<file path="src/rtl/core_pkg.sv">
// rtl/core_pkg.sv - shared constants and state encoding for the fetch stage
package core_pkg;

  localparam int          PC_W        = 32;
  localparam logic [31:0] EBREAK_INST = 32'h0010_0073;

  typedef enum logic [1:0] {
    ST_RUN   = 2'd0,
    ST_HALT  = 2'd1,
    ST_FAULT = 2'd2
  } state_e;

endpackage

</file>
<file path="src/rtl/next_pc_sel.sv">
// rtl/next_pc_sel.sv - next-PC priority mux (jump > branch > sequential)
// plus alignment and IM range check on the selected target.
module next_pc_sel
  import core_pkg::*;
#(
  parameter int ADDR_W = 5
) (
  input  logic [PC_W-1:0] pc_plus4,
  input  logic            branch_taken,
  input  logic [PC_W-1:0] branch_target,
  input  logic            jump,
  input  logic [PC_W-1:0] jump_target,
  output logic [PC_W-1:0] npc,
  output logic            npc_bad
);

  always_comb begin
    npc = pc_plus4;
    if (jump) begin
      npc = jump_target;
    end else if (branch_taken) begin
      npc = branch_target;
    end
  end

  // Any bit above the IM word index means the fetch would leave IM.
  assign npc_bad = (npc[1:0] != 2'b00) || (npc[PC_W-1:ADDR_W+2] != '0);

endmodule

</file>
<file path="src/rtl/fetch_pc.sv">
// rtl/fetch_pc.sv - program counter, fetch FSM (RUN/HALT/FAULT), retired
// instruction counter and fault address capture.
module fetch_pc
  import core_pkg::*;
#(
  parameter int          ADDR_W      = 5,
  parameter logic [31:0] RESET_PC    = 32'h0000_0000,
  parameter logic [31:0] EBREAK_INST = core_pkg::EBREAK_INST
) (
  input  logic              clk,
  input  logic              rst,
  input  logic              stall,
  input  logic              branch_taken,
  input  logic [31:0]       branch_target,
  input  logic              jump,
  input  logic [31:0]       jump_target,
  input  logic [31:0]       inst,
  output logic [ADDR_W-1:0] addressIM,
  output logic [31:0]       pc,
  output logic [31:0]       pc_plus4,
  output logic              halted,
  output logic              fault,
  output logic [31:0]       fault_pc,
  output logic [31:0]       instret
);

  state_e      state_q, state_d;
  logic [31:0] pc_q, pc_d;
  logic [31:0] instret_q, instret_d;
  logic [31:0] fault_pc_q, fault_pc_d;
  logic [31:0] npc;
  logic        npc_bad;

  assign pc_plus4 = pc_q + 32'd4;

  next_pc_sel #(
    .ADDR_W(ADDR_W)
  ) u_next_pc_sel (
    .pc_plus4      (pc_plus4),
    .branch_taken  (branch_taken),
    .branch_target (branch_target),
    .jump          (jump),
    .jump_target   (jump_target),
    .npc           (npc),
    .npc_bad       (npc_bad)
  );

  // EBREAK is checked before the redirect so it wins over any jump/branch.
  always_comb begin
    state_d    = state_q;
    pc_d       = pc_q;
    instret_d  = instret_q;
    fault_pc_d = fault_pc_q;
    if (state_q == ST_RUN && !stall) begin
      instret_d = instret_q + 32'd1;
      if (inst == EBREAK_INST) begin
        state_d = ST_HALT;
      end else if (npc_bad) begin
        state_d    = ST_FAULT;
        fault_pc_d = npc;
      end else begin
        pc_d = npc;
      end
    end
  end

  always_ff @(posedge clk) begin
    if (rst) begin
      state_q    <= ST_RUN;
      pc_q       <= RESET_PC;
      instret_q  <= 32'd0;
      fault_pc_q <= 32'd0;
    end else begin
      state_q    <= state_d;
      pc_q       <= pc_d;
      instret_q  <= instret_d;
      fault_pc_q <= fault_pc_d;
    end
  end

  assign pc        = pc_q;
  assign addressIM = pc_q[ADDR_W+1:2];
  assign halted    = (state_q == ST_HALT);
  assign fault     = (state_q == ST_FAULT);
  assign fault_pc  = fault_pc_q;
  assign instret   = instret_q;

endmodule

</file>
<file path="config.mk">
export PLATFORM = sky130hd
export DESIGN_NAME = fetch_pc
export DESIGN_NICKNAME = d
export VERILOG_FILES = /design/src/rtl/core_pkg.sv /design/src/rtl/next_pc_sel.sv /design/src/rtl/fetch_pc.sv
export SDC_FILE = /design/constraint.sdc
export NUM_CORES = 1
export LEC_CHECK = 0
export BUFFER_PORTS_ARGS = -buffer_cell sky130_fd_sc_hd__clkbuf_2
export CORE_MARGIN = 4
export CORE_UTILIZATION = 49
export CTS_CLUSTER_SIZE = 8
export DETAILED_ROUTE_END_ITERATION = 8
export PLACE_DENSITY = 0.82
export SYNTH_ARGS = -nofsm -noshare
export SYNTH_HDL_FRONTEND = slang
export SYNTH_HIERARCHICAL = 1
export SYNTH_SLANG_ARGS = --single-unit
</file>
<file path="constraint.sdc">
create_clock -name clk -period 4 [get_ports clk]
set_clock_uncertainty 0.2 [all_clocks]
set_input_delay 0.2 -clock clk [delete_from_list [all_inputs] [get_ports clk]]
set_output_delay 0.2 -clock clk [all_outputs]
set_load 0.005 [all_outputs]
</file>
==> impl_metrics.py <==
metrics = {
    "outcome": {
        "outcome": "complete, no violations",
    },
    "worst_setup_path": {
        "crit_path_max_fanout": 14,
        "arrival_ns": 3.87,
        "cp_slowest_cell": "dfxtp_1",
        "rrSetupSlack_ns": 0.19,
        "crit_chain": "nand4_1 > nor4_2 > buf_4 > nand3_1 > xnor2_1 > mux2i_1 > o21ai_0 > nor4_2 > and4_1 > nand4_1 > o211ai_1 > buf_4 > buf_6 > mux2i_1",
        "cp-end-kind": "register",
        "crit_type": "reg -> reg",
        "critPathMaxStageDelay_ns": 0.48,
        "startpoint_type": "register",
        "cp.required_ns": 4.06,
    },
    "routing": {
        "ant_nets": 0,
        "vias": 5533,
        "dr.pass1.iters": 6,
        "wl_mm": 16.7,
        "first_iter_violations": 397,
        "drc_errors": 0,
        "wl_per_cell_um": 16.6,
        "viasPerCell": 5.50,
    },
    "global_routing": {
        "groute.usage.overall": 0.236,
        "grt-ovfl-total": 0,
        "grt_max_degree": 98,
        "grt_pass1_vias": 5147,
        "antenna_found_initial": 0,
        "grt_pass1_wl_mm": 25.1,
    },
    "synthesis": {
        "synth_async_sr_flop_share": 0,
        "ys_seq_elements": 98,
        "synth_cell_types": 38,
        "synthCells": 642,
        "ys_seq_area_frac": 0.351,
        "synth_top_area_cell": "dfxtp_1",
        "synth_edf_count": 0,
        "yosys_most_used_dff": "dfxtp_1",
        "synth_fp_nets": 745,
        "yosysWarningCount": 6,
        "syn-cell-area_um2": 5590,
        "synth_top_area_share": 0.351,
        "synthTopCellsByArea": "dfxtp_1, mux2i_1, nand2b_1, xnor2_1, nand2_1",
        "syn_avg_cell_area_um2": 8.70,
    },
    "sta": {
        "fin_ws_ns": 0.187,
        "fin_crit_ns": 3.81,
        "hold_ws_ns": 0.0228,
        "finalSetupTns_ns": 0,
        "grt_setup_unrepaired": "no",
        "max_clock_freq_ghz": 0.262,
        "drv_slew": 0,
        "min_period_over_period": 0.953,
        "worst_slew_pin_slew_ns": 1.17,
        "hold_viol_final": 0,
        "finalSetupViolCount": 0,
        "maxSlewHeadroom": 0.222,
    },
    "die": {
        "ios": 236,
        "chipWidth_um": 115,
        "die-area_um2": 13200,
        "fp.coreArea_um2": 11000,
        "rows": 38,
        "die_h_um": 115,
        "initial_core_util": 0.509,
    },
    "final_layout": {
        "antenna_cells": 0,
        "final_area_um2": 7170,
        "n_fill_cell": 940,
        "drive_gt1_frac": 0.324,
        "syn2layout_area_growth_pct": 28.3,
        "multi_input_area_um2": 3390,
        "regArea_um2": 1960,
        "nets": 965,
    },
    "power_and_ir_drop": {
        "leakage_nw": 3.38,
        "peakVddDrop_mv": 0.191,
        "power.density_nw_per_um2": 285,
    },
    "placed_design": {
        "dpl_cell_area_um2": 6840,
        "preCtsSetupSlack_ns": 0.174,
        "io_buffers": 235,
        "hpwlAfterDp_mm": 12.5,
        "place_congestion": 0.884,
    },
    "clock_network": {
        "cts-hold-fix-buffers": 0,
        "clkTransAtPathRegs_ns": 0.07,
        "cts_buffers": 9,
        "cts_tree": "built",
        "cts_buffer_depth": 2,
        "clock-sinks": 98,
        "clock-root-buffer": "clkbuf_16",
        "clock_latency_ns": 0.33,
        "htreeDepth": 3,
    },
    "hold_path": {
        "min-delay-path-class": "in -> reg",
    },
    "flow_run": {
        "cap_viol_max_count": 0,
    },
}
registers in the layout, summed over array words and instances (netlist names):
name      cells
pc           32
state_q       2
instret      32
fault_pc     32
per-stage QoR:
stage | std cells | total power [mW] | util
after global routing | 1006 | 2.12 | 0.652
after detailed placement | 988 | 1.29 | 0.622
final | 1006 | 2.04 | 0.652
after floorplan | 642 | 1.18 | -
after global placement | 988 | 1.28 | 0.622
after CTS | 1003 | 2.05 | 0.646
critical path: cells and delay by family (launching register included):
| family | cells | cell delay, ns |
|---|---|---|
| flops | 1 | 0.48 |
| xor+xnor | 1 | 0.19 |
| compound gates | 2 | 0.27 |
| buf+inv | 3 | 0.64 |
| mux | 2 | 0.34 |
| simple gates | 6 | 1.60 |
routing by layer:
| layer | wire [µm] | track usage | vias to the layer above | share of wire |
|---|---|---|---|---|
| met5 | 0 | 0 | - | 0 |
| met4 | 438 | 0.0931 | 0 | 0.026 |
| met3 | 1350 | 0.0395 | 28 | 0.081 |
| met2 | 8030 | 0.400 | 238 | 0.48 |
| met1 | 6890 | 0.301 | 2572 | 0.41 |
| li1 | - | - | 2695 | - |
Yosys cell counts, types with 8 or more instances:
library cell	number
nor4_1	15
nand2b_1	96
dfxtp_1	98
inv_1	12
nand4_1	24
o21ai_0	34
nor2_1	20
buf_4	8
nand2_1	50
mux2i_1	96
clkbuf_1	21
o21ai_1	8
o31ai_1	11
xnor2_1	30
a21oi_1	23
or4_1	13
buf_2	9
or3_1	10
nand3_1	18
xor2_1	9
cell type report:
cell class              instances  area share
clock buffers                  12      0.0330
clock inverters                 3     0.00244
inverters                      12     0.00629
multi-input cells             489       0.473
flip-flops and latches         98       0.274
well taps                     140      0.0244
repair buffers                252       0.187
logic make-up (layout without fill, tap and decap cells):
family          Yosys count  in the layout  synth area share
fa+ha+maj                 2              2           0.00448
buf+inv                  55            279            0.0513
flops                    98             98             0.351
xor+xnor                 39             39            0.0612
mux                      96             96             0.172
simple gates            275            275             0.285
compound gates           77             77            0.0744
final timing paths:
path,end,cells after the start,startpoint
min,state_q[0]$_SDFFE_PP0P_,3,stall
max reg2reg,fault_pc[6]$_SDFFE_PP0P_,14,pc[5]$_SDFFE_PP0P_
max,fault_pc[6]$_SDFFE_PP0P_,14,pc[5]$_SDFFE_PP0P_
min reg2reg,fault_pc[8]$_SDFFE_PP0P_,2,fault_pc[8]$_SDFFE_PP0P_
timing repair:
| action | in CTS | in global routing |
|---|---|---|
| setup buffers | 0 | 1 |
| endpoints found under the setup margin | 0 | 65 |
| resized for setup | 0 | 9 |
| endpoints found under the hold margin | 0 | 0 |
placed cells by master (no fill, tap or decap), types with 2 or more instances in the layout:
cell       synthesis  layout
nand3_1           18      17
or4_1             13      13
and3_1             4       4
buf_4              8      13
nor3_1             3       3
or3_1             10      10
nand4_1           24      24
ha_1               2       2
clkbuf_16          0      10
or4_4              2       2
clkinv_2           0       2
mux2i_1           96      96
clkbuf_1          21       3
o21ai_0           34      34
inv_1             12      12
a21oi_1           23      23
nand2b_1          96      96
o21ai_1            8       7
dfxtp_1           98      97
nor4b_1            2       2
nor4_1            15      11
buf_6              3       2
or4_2              2       2
clkbuf_2           0     234
xnor2_1           30      30
xor2_1             9       9
nand2_1           50      50
nor2_1            20      20
and4_1             5       5
o31ai_1           11      11
or2_2              3       3
and2_1             3       3
nor4_2             1       4
power by group:
part / internal (mW) / switching (mW) / total [mW]
Combinational: 0.129 / 0.134 / 0.262
Clock: 0.417 / 0.347 / 0.765
Sequential: 0.998 / 0.0170 / 1.02
No activity file was read; power rests on OpenSTA's default activity.
